==> src/rtl/gmii_tx_fcs_regen_pkg.sv <==
// rtl/gmii_tx_fcs_regen_pkg.sv - shared constants and FSM encoding for the GMII TX FCS regenerator
//
// Purpose : byte constants, CRC-32 parameters, pipeline geometry and the
//           transmit FSM state type shared by the TX path and the RX checker.
// Ports   : none (package).

package gmii_tx_fcs_regen_pkg;

    localparam logic [7:0]  PREAMBLE_BYTE   = 8'h55;
    localparam logic [7:0]  SFD_BYTE        = 8'hD5;
    localparam logic [31:0] CRC32_POLY_REFL = 32'hEDB88320;
    localparam logic [31:0] CRC32_INIT      = 32'hFFFFFFFF;

    // Seven preamble bytes precede the SFD; the input byte stream is delayed
    // by DELAY_DEPTH stages so the body lines up right after the SFD.
    localparam int PREAMBLE_LEN = 7;
    localparam int DELAY_DEPTH  = 8;
    localparam int FCS_LEN      = 4;

    typedef enum logic [2:0] {
        ST_IDLE     = 3'd0,
        ST_PREAMBLE = 3'd1,
        ST_DATA     = 3'd2,
        ST_FCS      = 3'd3,
        ST_IFG      = 3'd4,
        ST_ABORT    = 3'd5
    } tx_state_e;

endpackage

==> src/rtl/gmii_tx_fcs_regen_if.sv <==
// rtl/gmii_tx_fcs_regen_if.sv - byte-stream input and GMII transmit bundle
//
// Purpose : groups the upstream byte stream and the GMII TX pins.
// Signals : iv_pkt_data/i_pkt_data_wr  - frame bytes and byte strobe
//           ov_gmii_txd/o_gmii_tx_en/o_gmii_tx_er - GMII transmit pins
// Modports: master - environment side (drives bytes, observes GMII)
//           slave  - regenerator side (consumes bytes, drives GMII)

interface gmii_tx_fcs_regen_if;

    logic [7:0] iv_pkt_data;
    logic       i_pkt_data_wr;
    logic [7:0] ov_gmii_txd;
    logic       o_gmii_tx_en;
    logic       o_gmii_tx_er;

    modport master (
        output iv_pkt_data,
        output i_pkt_data_wr,
        input  ov_gmii_txd,
        input  o_gmii_tx_en,
        input  o_gmii_tx_er
    );

    modport slave (
        input  iv_pkt_data,
        input  i_pkt_data_wr,
        output ov_gmii_txd,
        output o_gmii_tx_en,
        output o_gmii_tx_er
    );

endinterface

==> src/rtl/gmii_tx_fcs_regen_crc.sv <==
// rtl/gmii_tx_fcs_regen_crc.sv - combinational reflected CRC-32 update by one byte
//
// Purpose : next CRC register value after absorbing one byte, LSB first.
// Ports   : crc_i  [31:0] current CRC register
//           data_i [7:0]  byte to absorb
//           crc_o  [31:0] updated CRC register (not complemented)

module crc32_d8_update
    import gmii_tx_fcs_regen_pkg::*;
(
    input  logic [31:0] crc_i,
    input  logic [7:0]  data_i,
    output logic [31:0] crc_o
);

    logic [31:0] crc_v;

    always_comb begin
        crc_v = crc_i;
        for (int i = 0; i < 8; i++) begin
            if (crc_v[0] ^ data_i[i]) begin
                crc_v = (crc_v >> 1) ^ CRC32_POLY_REFL;
            end else begin
                crc_v = crc_v >> 1;
            end
        end
        crc_o = crc_v;
    end

endmodule

==> src/rtl/gmii_tx_fcs_regen.sv <==
// rtl/gmii_tx_fcs_regen.sv - GMII transmit framer that replaces a stale FCS with a fresh one
//
// Purpose : takes a preamble-less frame byte stream whose trailing 4-byte FCS
//           is stale, emits preamble + SFD + body + recomputed FCS on GMII and
//           enforces the inter-frame gap. Runts are aborted with TX_ER, frames
//           that start too soon are dropped.
// Ports   : i_clk, i_rst_n       - 125 MHz clock, async active-low reset
//           bus (slave)          - byte stream in, GMII TXD/TX_EN/TX_ER out
//           o_frame_drop         - one-cycle pulse when an input frame is discarded
//           ov_tx_frame_cnt[15:0]- frames sent with good FCS (wraps)
//           ov_err_cnt[15:0]     - dropped plus aborted frames (wraps)

module gmii_tx_fcs_regen
    import gmii_tx_fcs_regen_pkg::*;
#(
    parameter int IFG_CYCLES = 12
)
(
    input  logic                i_clk,
    input  logic                i_rst_n,
    gmii_tx_fcs_regen_if.slave  bus,
    output logic                o_frame_drop,
    output logic [15:0]         ov_tx_frame_cnt,
    output logic [15:0]         ov_err_cnt
);

    // An input gap of IFG_CYCLES + 8 lands the next preamble exactly
    // IFG_CYCLES after the previous TX_EN fall, given the fixed pipeline.
    localparam logic [15:0] GAP_MIN  = 16'(IFG_CYCLES + 8);
    localparam logic [15:0] IFG_LAST = 16'(IFG_CYCLES - 1);
    localparam logic [15:0] PRE_LAST = 16'(PREAMBLE_LEN);
    localparam logic [15:0] RUNT_LIM = 16'(FCS_LEN + 1);
    localparam logic [15:0] FCS_LAST = 16'(FCS_LEN - 1);

    tx_state_e              state_q;
    logic [15:0]            cnt_q;
    logic [7:0]             dly_data_q [DELAY_DEPTH];
    logic [DELAY_DEPTH-1:0] dly_vld_q;
    logic                   prev_wr_q;
    logic                   cap_q;
    logic [15:0]            gap_cnt_q;
    logic [31:0]            crc_q;
    logic [7:0]             txd_q;
    logic                   tx_en_q;
    logic                   tx_er_q;
    logic                   drop_q;
    logic [15:0]            frame_cnt_q;
    logic [15:0]            err_cnt_q;

    logic        wr;
    logic        pkt_rise;
    logic        gap_ok;
    logic        accept;
    logic        frame_end;
    logic        runt;
    logic [31:0] crc_next;
    logic [31:0] fcs_word;

    assign wr        = bus.i_pkt_data_wr;
    assign pkt_rise  = wr & ~prev_wr_q;
    assign gap_ok    = (gap_cnt_q >= GAP_MIN);
    assign accept    = pkt_rise & gap_ok & (state_q == ST_IDLE);
    assign frame_end = cap_q & ~wr;
    // cnt_q equals the number of bytes captured so far while in PREAMBLE.
    assign runt      = frame_end & (state_q == ST_PREAMBLE) & (cnt_q < RUNT_LIM);
    assign fcs_word  = ~crc_q;

    crc32_d8_update u_crc (
        .crc_i  (crc_q),
        .data_i (dly_data_q[DELAY_DEPTH-1]),
        .crc_o  (crc_next)
    );

    // Byte delay line with per-stage valid bits. When the frame ends, the
    // four youngest captured bytes are the stale FCS: their valid bits are
    // cleared so DATA stops right after the last body byte.
    always_ff @(posedge i_clk or negedge i_rst_n) begin
        if (!i_rst_n) begin
            for (int i = 0; i < DELAY_DEPTH; i++) begin
                dly_data_q[i] <= 8'h00;
            end
            dly_vld_q <= '0;
            prev_wr_q <= 1'b1;   // a strobe already high at reset release is not a rise
            cap_q     <= 1'b0;
            gap_cnt_q <= GAP_MIN;
        end else begin
            prev_wr_q     <= wr;
            dly_data_q[0] <= bus.iv_pkt_data;
            for (int i = 1; i < DELAY_DEPTH; i++) begin
                dly_data_q[i] <= dly_data_q[i-1];
            end

            if (runt) begin
                dly_vld_q <= '0;
            end else if (frame_end) begin
                dly_vld_q <= {dly_vld_q[DELAY_DEPTH-2:FCS_LEN], {(FCS_LEN+1){1'b0}}};
            end else begin
                dly_vld_q <= {dly_vld_q[DELAY_DEPTH-2:0], wr & (accept | cap_q)};
            end

            if (accept) begin
                cap_q <= 1'b1;
            end else if (!wr) begin
                cap_q <= 1'b0;
            end

            if (wr) begin
                gap_cnt_q <= 16'h0000;
            end else if (gap_cnt_q < GAP_MIN) begin
                gap_cnt_q <= gap_cnt_q + 16'd1;
            end
        end
    end

    always_ff @(posedge i_clk or negedge i_rst_n) begin
        if (!i_rst_n) begin
            state_q     <= ST_IDLE;
            cnt_q       <= 16'h0000;
            crc_q       <= 32'h0000_0000;
            txd_q       <= 8'h00;
            tx_en_q     <= 1'b0;
            tx_er_q     <= 1'b0;
            drop_q      <= 1'b0;
            frame_cnt_q <= 16'h0000;
            err_cnt_q   <= 16'h0000;
        end else begin
            txd_q   <= 8'h00;
            tx_en_q <= 1'b0;
            tx_er_q <= 1'b0;
            drop_q  <= pkt_rise & ~accept;

            if ((pkt_rise & ~accept) | runt) begin
                err_cnt_q <= err_cnt_q + 16'd1;
            end

            case (state_q)
                ST_IDLE: begin
                    if (accept) begin
                        state_q <= ST_PREAMBLE;
                        cnt_q   <= 16'd1;
                        crc_q   <= CRC32_INIT;
                        txd_q   <= PREAMBLE_BYTE;
                        tx_en_q <= 1'b1;
                    end
                end

                ST_PREAMBLE: begin
                    tx_en_q <= 1'b1;
                    if (runt) begin
                        state_q <= ST_ABORT;
                        tx_er_q <= 1'b1;
                    end else if (cnt_q < PRE_LAST) begin
                        cnt_q <= cnt_q + 16'd1;
                        txd_q <= PREAMBLE_BYTE;
                    end else begin
                        state_q <= ST_DATA;
                        txd_q   <= SFD_BYTE;
                    end
                end

                ST_DATA: begin
                    tx_en_q <= 1'b1;
                    if (dly_vld_q[DELAY_DEPTH-1]) begin
                        txd_q <= dly_data_q[DELAY_DEPTH-1];
                        crc_q <= crc_next;
                    end else begin
                        // First FCS byte goes out on the cycle the body runs dry.
                        state_q <= ST_FCS;
                        cnt_q   <= 16'd1;
                        txd_q   <= fcs_word[7:0];
                    end
                end

                ST_FCS: begin
                    tx_en_q <= 1'b1;
                    txd_q   <= fcs_word[{cnt_q[1:0], 3'b000} +: 8];
                    if (cnt_q == FCS_LAST) begin
                        state_q     <= ST_IFG;
                        cnt_q       <= 16'h0000;
                        frame_cnt_q <= frame_cnt_q + 16'd1;
                    end else begin
                        cnt_q <= cnt_q + 16'd1;
                    end
                end

                ST_IFG: begin
                    if (cnt_q == IFG_LAST) begin
                        state_q <= ST_IDLE;
                        cnt_q   <= 16'h0000;
                    end else begin
                        cnt_q <= cnt_q + 16'd1;
                    end
                end

                ST_ABORT: begin
                    state_q <= ST_IFG;
                    cnt_q   <= 16'h0000;
                end

                default: begin
                    state_q <= ST_IDLE;
                    cnt_q   <= 16'h0000;
                end
            endcase
        end
    end

    assign bus.ov_gmii_txd  = txd_q;
    assign bus.o_gmii_tx_en = tx_en_q;
    assign bus.o_gmii_tx_er = tx_er_q;
    assign o_frame_drop     = drop_q;
    assign ov_tx_frame_cnt  = frame_cnt_q;
    assign ov_err_cnt       = err_cnt_q;

endmodule

==> src/flat_wrapper.sv <==
// flat-port wrapper written by rule: the top's interface ports become plain ports
module gmii_tx_fcs_regen_flat import gmii_tx_fcs_regen_pkg::*;
#(
    parameter int IFG_CYCLES = 12
)
  (i_clk, i_rst_n, o_frame_drop, ov_tx_frame_cnt, ov_err_cnt, bus_iv_pkt_data, bus_i_pkt_data_wr, bus_ov_gmii_txd, bus_o_gmii_tx_en, bus_o_gmii_tx_er);
  gmii_tx_fcs_regen_if bus_i ();
  input  logic i_clk;
  input  logic i_rst_n;
  output logic o_frame_drop;
  output logic [15:0] ov_tx_frame_cnt;
  output logic [15:0] ov_err_cnt;
  input wire logic [$bits(bus_i.iv_pkt_data)-1:0] bus_iv_pkt_data;
  input wire logic [$bits(bus_i.i_pkt_data_wr)-1:0] bus_i_pkt_data_wr;
  output wire logic [$bits(bus_i.ov_gmii_txd)-1:0] bus_ov_gmii_txd;
  output wire logic [$bits(bus_i.o_gmii_tx_en)-1:0] bus_o_gmii_tx_en;
  output wire logic [$bits(bus_i.o_gmii_tx_er)-1:0] bus_o_gmii_tx_er;
  assign bus_i.iv_pkt_data = bus_iv_pkt_data;
  assign bus_i.i_pkt_data_wr = bus_i_pkt_data_wr;
  assign bus_ov_gmii_txd = bus_i.ov_gmii_txd;
  assign bus_o_gmii_tx_en = bus_i.o_gmii_tx_en;
  assign bus_o_gmii_tx_er = bus_i.o_gmii_tx_er;
  gmii_tx_fcs_regen #(.IFG_CYCLES(IFG_CYCLES)) u_core (.i_clk(i_clk), .i_rst_n(i_rst_n), .bus(bus_i), .o_frame_drop(o_frame_drop), .ov_tx_frame_cnt(ov_tx_frame_cnt), .ov_err_cnt(ov_err_cnt));
endmodule
==> config.mk <==
export PLATFORM = sky130hd
export DESIGN_NAME = gmii_tx_fcs_regen_flat
export DESIGN_NICKNAME = d
export VERILOG_FILES = /design/src/rtl/gmii_tx_fcs_regen_pkg.sv /design/src/rtl/gmii_tx_fcs_regen_if.sv /design/src/rtl/gmii_tx_fcs_regen_crc.sv /design/src/rtl/gmii_tx_fcs_regen.sv /design/src/flat_wrapper.sv
export SDC_FILE = /design/constraint.sdc
export NUM_CORES = 1
export LEC_CHECK = 0
export ABC_AREA = 1
export BUFFER_PORTS_ARGS = -buffer_cell sky130_fd_sc_hd__clkbuf_2
export CORE_ASPECT_RATIO = 1.5
export CORE_MARGIN = 2
export CORE_UTILIZATION = 29
export DETAILED_ROUTE_END_ITERATION = 6
export SLEW_MARGIN = 20
export SYNTH_ARGS = -nofsm -noshare
export SYNTH_HDL_FRONTEND = slang
export SYNTH_HIERARCHICAL = 1
export SYNTH_SLANG_ARGS = --single-unit
==> constraint.sdc <==
create_clock -name i_clk -period 2 [get_ports i_clk]
set_clock_uncertainty 0.15 [all_clocks]
set_input_delay 0.4 -clock i_clk [delete_from_list [all_inputs] [get_ports i_clk]]
set_output_delay 0.4 -clock i_clk [all_outputs]
set_load 0.02 [all_outputs]
Yosys cells after proc, flatten, opt, wreduce, memory -nomap -nowiden:

Index checks and enable logic that the tools add are counted.

* memories kept: 0
* memory bits (read-only): 0
* RAM bits: 0
* word-level logic and storage cells: 124
* register bits after elaboration: 184
* input bits: 11
* output and inout port bits: 43
* latch bits: 0

* mux-type cells: 40
* reductions and logical operators: 8
* equality and inequality tests: 16
* add/sub/neg operators: 4
* $mul: 0
* div/mod/pow operators: 0
* shift operators: 1
* bitwise operators: 30
* $lt $le $gt $ge: 4

Operators with widths (number)
* two-way mux 32 bit: 10
* two-way mux 16 bit: 8
* inverter 13 -> 14 bit: 8
* case mux 16 bit (5 select lines): 1
* adder 16 x 1 -> 16 bit, second input constant: 4
* case mux 32 bit (2 select lines): 1
* < comparator 16 x 3 -> 1 bit, second input constant: 2
* two-way mux 8 bit: 4
* inverter 32 bit: 1
* case mux 8 bit (4 select lines): 1
* variable part select 32 x 6 -> 8 bit: 1
* two-way mux 3 bit: 6
* case mux 3 bit (6 select lines): 1
* equality test 16 x 2 -> 1 bit, second input constant: 1
* equality test 16 x 4 -> 1 bit, second input constant: 1
* greater-or-equal comparator 16 x 5 -> 1 bit, second input constant: 1
* < comparator 16 x 5 -> 1 bit, second input constant: 1
* inequality test 2 x 1 -> 1 bit, second input constant: 5
* AND 1 bit: 8
* bitwise XOR 1 bit: 8
* two-way mux 7 bit: 1
* equality test 3 x 2 -> 1 bit, second input constant: 2
* equality test 3 bit, second input constant: 2
* inequality test 2 bit, second input constant: 3
* 14 further kinds: 22

Depth between registers and ports, before layout:

* word-level depth: 18
* depth in mapped cells: 14
* mapped depth without buffers: 14

Cells and area by module:

The synthesis kept the hierarchy.

Modules (own cells, without submodules)
* gmii_tx_fcs_regen: sequential area each 4608.2 um^2, cells each 828, instances 1, area an instance 7704.9 um^2
* crc32_d8_update: sequential area each 0.0 um^2, cells each 195, instances 1, area an instance 1233.7 um^2

Worst setup path before layout:

No wires, ideal clock.

* kind: reg-to-reg
* from: reg u_core.cnt_q[0]
* to: reg u_core.cnt_q[3]
* cell stages (with the launch flop): 14
* path buffers: 2
* data required time: 1732 ps
* arrival: 1809 ps
* library setup time: 118 ps
* path slack: -77 ps
* period minus slack after synthesis: 2077 ps
* path through: dfrtp_1 -> inv_1 -> buf_1 -> ha_1 -> inv_1 -> nand2_1 -> nand2_1 -> nor2_1 -> nand3_2 -> nand2_1 -> nor2_2 -> buf_4 -> nand2_1 -> nand2_1

* word-level cells in the longest chain between the ends: 4
* elaborated cells on any way between the ends: 14
* classes of those cells: 1 x add/sub; 2 x order compare; 4 x eq/ne; 5 x mux; 1 x bitwise; 1 x reduce/logical

Ends and longest elaborated chain
* from (decl): RTL line gmii_tx_fcs_regen.sv:36 `logic [15:0] cnt_q;`
* from (signal assigned): RTL line gmii_tx_fcs_regen.sv:153 `cnt_q <= cnt_q + 16'd1;`
* from (signal assigned): RTL line gmii_tx_fcs_regen.sv:182 `cnt_q <= cnt_q + 16'd1;`
* from (signal assigned): RTL line gmii_tx_fcs_regen.sv:191 `cnt_q <= cnt_q + 16'd1;`
* adder 16 x 1 -> 16 bit / < comparator 16 x 3 -> 1 bit (equally long branches)
* two-way mux 16 bit / AND 1 bit (equally long branches): RTL line gmii_tx_fcs_regen.sv:152, gmii_tx_fcs_regen.sv:65
* two-way mux 16 bit / inequality test 2 bit (equally long branches)
* case mux 16 bit (5 select lines) / AND reduction 4 bit (equally long branches)

Parallel ways exist; a longest one is shown, timed or not. The select of a mux whose other input is x is not followed.
A chain may end at the register's enable or synchronous reset.

Final worst setup path:

* from: reg u_core.crc_q[1]
* to: reg u_core.crc_q[21]

* word-level cells in the longest chain between the ends: 15
* elaborated cells on any way between the ends: 16
* classes of those cells: 10 x mux; 6 x bitwise

Ends and longest elaborated chain
* from (decl): RTL line gmii_tx_fcs_regen.sv:42 `logic [31:0] crc_q;`
* from (signal assigned): RTL line gmii_tx_fcs_regen.sv:165 `crc_q <= crc_next;`
* two-way mux 32 bit (*): RTL line gmii_tx_fcs_regen_crc.sv:21 `if (crc_v[0] ^ data_i[i]) begin`
* bitwise XOR 1 bit (*): RTL line gmii_tx_fcs_regen_crc.sv:21
* two-way mux 32 bit (*): RTL line gmii_tx_fcs_regen_crc.sv:21
* inverter 13 -> 14 bit (no line)
* two-way mux 32 bit (*) (2 in series): RTL line gmii_tx_fcs_regen_crc.sv:21
* inverter 13 -> 14 bit (no line)
* two-way mux 32 bit (*): RTL line gmii_tx_fcs_regen_crc.sv:21
* inverter 13 -> 14 bit (no line)
* two-way mux 32 bit (*) (2 in series): RTL line gmii_tx_fcs_regen_crc.sv:21
* inverter 13 -> 14 bit (no line)
* two-way mux 32 bit (*): RTL line gmii_tx_fcs_regen_crc.sv:21
* net u_core.crc_next[21]: RTL line gmii_tx_fcs_regen.sv:56 `logic [31:0] crc_next;`
* two-way mux 32 bit (*): RTL line gmii_tx_fcs_regen.sv:163 `if (dly_vld_q[DELAY_DEPTH-1]) begin`
* case mux 32 bit (2 select lines) (*): RTL line gmii_tx_fcs_regen.sv:136 `case (state_q)`

Mark *: on every way through the listed nets, which the timed path passes. The rest lies on a longest branch. The select of a mux whose other input is x is not followed.

==> flow_summary.ini <==
[status]
status = finished clean

[clocking]
ctsRootBufferMaster = clkbuf_16
numCtsBuffers = 17
cts_tree = done
htreeDepth = 4
clk_pin_slew_worst_paths_ns = 0.07
worstSkewPairLatency_ns = 0.45
clk_path_buf_depth = 2
cts.sinks = 184

[die]
io_pins = 54
dieArea_um2 = 32300
die_x_um = 147
floorplan.initialDensity_pct = 29.5
coreArea_um2 = 30300
rows = 78
die_y_um = 219

[place]
port_buffers = 53
dpl.hpwl_um = 14300
place_inst = 1490
place_congestion = 0.844

[critical_path]
end_kind = register
cpPeakStageDelay_ns = 0.41
crit_path_cell_trace = inv_1 -> nand2_1 -> nand2_4 -> nand2_1 -> nand2_4 -> nand2_1 -> nand2_1 -> xor2_1 -> inv_1 -> nor2_1 -> a21oi_1
path_max_fanout = 7
crit_type = reg -> reg
worstPathArrival_ns = 2.06
start_kind = register
cp_slowest_cell = dfrtp_1
cp.required_ns = 2.18
crit_path_frequent_cell = nand2_1

[global_routing]
grt_overflow = 0
grt_max_degree = 65
first_global_vias = 6892
grt_pass1_wl_um = 33500
antenna_found_initial = 0
grt.total_usage_pct = 13.1

[detailed_routing]
wirelength_um = 20700
viasPerCell = 4.51
ant_nets = 0
post_drt_wl_per_cell_um = 13.3
drc = 0
via_count = 7019
drt_iter0_markers = 383
first_pass_iters = 4

[yosys]
ys_top_cells_by_area = dfrtp_1, nand2_1, xor2_1
synth_top_area_share_pct = 50.7
synth_area_um2 = 8940
ys_ff_latch = 184
yosysWarnings = 6
syn_inst = 1023
synth_seq_area_share_pct = 51.6
syn_nets = 1040
netlist-cell-type-count = 39
yosysTopAreaCell = dfrtp_1
syn_area_per_cell_um2 = 8.74

[sta]
tightest_slew_ns = 0.358
fin_crit_sh_pct = 94.2
hold_viol_final = 0
min_period_ns = 1.88
relSlewSlack_pct = 76.0
fmax_mhz = 531
slew_violations = 0
setup_violations = 0
rsz0062_at_grt = true
fin_setup_tns_ns = 0
whs_ns = 0.129

[cells_and_area]
nets = 1159
area_growth_pct = 22.5
finalNonFillerCells = 1555
drive_gt1_share_pct = 20.0
antenna_cells = 0

[hold_path]
hp-class = in -> reg

[power]
powerDensity_nw_per_um2 = 885
leakage_nw = 5.20
worst_ir_drop_vdd_uv = 608

[flow_run]
cap_viol_max_count = 0
cell families after synthesis:
group / share of synthesized area [%]
AO/OA/AOI/OAI: 9.07
XOR/XNOR: 8.92
adder cells (fa/ha/maj): 0.840
buffers and inverters: 6.83
flip-flops: 51.6
AND/OR/NAND/NOR: 22.8
report_power, final:
group / leakage, nW / switching [mW] / internal [mW]
combinational: 2.60 / 1.43 / 0.747
sequential: 2.32 / 0.191 / 3.95
clock: 0.287 / 1.55 / 1.82
path summary, 6_finish.rpt:
check / endpoint / slack (ns) / start / cells after the start
min in group asynchronous: u_core/ov_err_cnt[12] / 0.27 / i_rst_n / 2
max in group asynchronous: u_core/gap_cnt_q[2] / 0.83 / i_rst_n / 3
max reg2reg: u_core/crc_q[21] / 0.12 / u_core/crc_q[1] / 11
min reg2reg: u_core/dly_data_q[35] / 0.19 / u_core/dly_data_q[43] / 0
max: u_core/crc_q[21] / 0.12 / u_core/crc_q[1] / 11
min: u_core/prev_wr_q / 0.13 / bus_i_pkt_data_wr / 2
critical path, delay by kind of cell, from the launching register on:
family | cells | cell delay [ns]
DFF | 1 | 0.41
AOI/OAI and AO/OA | 1 | 0.08
and+or+nand+nor | 7 | 0.83
xor gates and xnor gates | 1 | 0.16
buffers and inverters | 2 | 0.13
state kept, by name, summed over array words and instances, names as in the netlist, 8 cells and up:
signal,count
u_core/gap_cnt_q,16
u_core/cnt_q,16
u_core/dly_vld_q,8
u_core/dly_data_q,64
u_core/bus.ov_gmii_txd,8
u_core/ov_err_cnt,16
u_core/ov_tx_frame_cnt,16
u_core/crc_q,32
layer usage:
| metal | track usage [%] | up-vias | wire length (um) |
|---|---|---|---|
| met3 | 2.62 | 49 | 605 |
| met4 | 6.86 | 0 | 723 |
| met5 | 0 | - | 0 |
| met1 | 15.0 | 3350 | 8900 |
| met2 | 22.9 | 126 | 10500 |
| li1 | - | 3494 | - |
synth_stat cells (all sizes together):
library cell  instances
a21oi                32
a22oi                 3
a31oi                 1
and3                  1
buf                  10
clkbuf               13
dfrtp               181
dfstp                 3
ha                    6
inv                 134
nand2               248
nand2b                1
nand3                57
nand4                16
nor2                 98
nor3                 20
o2111ai               5
o211ai               16
o21ai                90
o31ai                 1
or2                   2
xnor2                19
xor2                 66
per-stage QoR:
| stage | total power, mW | cell area, um2 | setup slack [ns] | utilization [%] |
|---|---|---|---|---|
| global route | 10.2 | 11000 | -0.0266 | 36.2 |
| global placement | 6.25 | 9960 | 0.0620 | 32.9 |
| finish | 9.69 | 11000 | 0.115 | 36.2 |
| CTS | 9.72 | 10600 | 0.0145 | 35.2 |
| floorplan | 5.49 | 8940 | 0.0501 | - |
| detailed placement | 6.27 | 9960 | 0.0159 | 32.9 |
cell usage in the layout (no fill, tap or decap), types with 25 or more instances in the layout:
cell type  synthesis  layout
inv_1            125     121
a21oi_1           32      32
buf_4              4      53
nor2_1            91      85
nand2_2           26      25
nand3_1           54      54
clkbuf_2           0      52
o21ai_0           71      70
dfrtp_1          181     178
nand2_1          211     205
xor2_1            63      63
layout make-up:
class / count / area, um2
Sequential cell: 184 / 4610
Clock inverter: 12 / 133
Fill cell: 3132 / 19300
Multi-Input combinational cell: 682 / 3820
Tap cell: 400 / 500
Clock buffer: 20 / 457
Timing Repair Buffer: 123 / 927
Inverter: 134 / 507
what timing repair did:
item,4_1_cts,5_1_grt
hold buffers,9,0
endpoints found under the hold margin,31,0
gates resized for setup,0,32
setup buffers,0,23
setup endpoints to repair,0,78
Note: power is estimated with default switching activity, not from simulation.
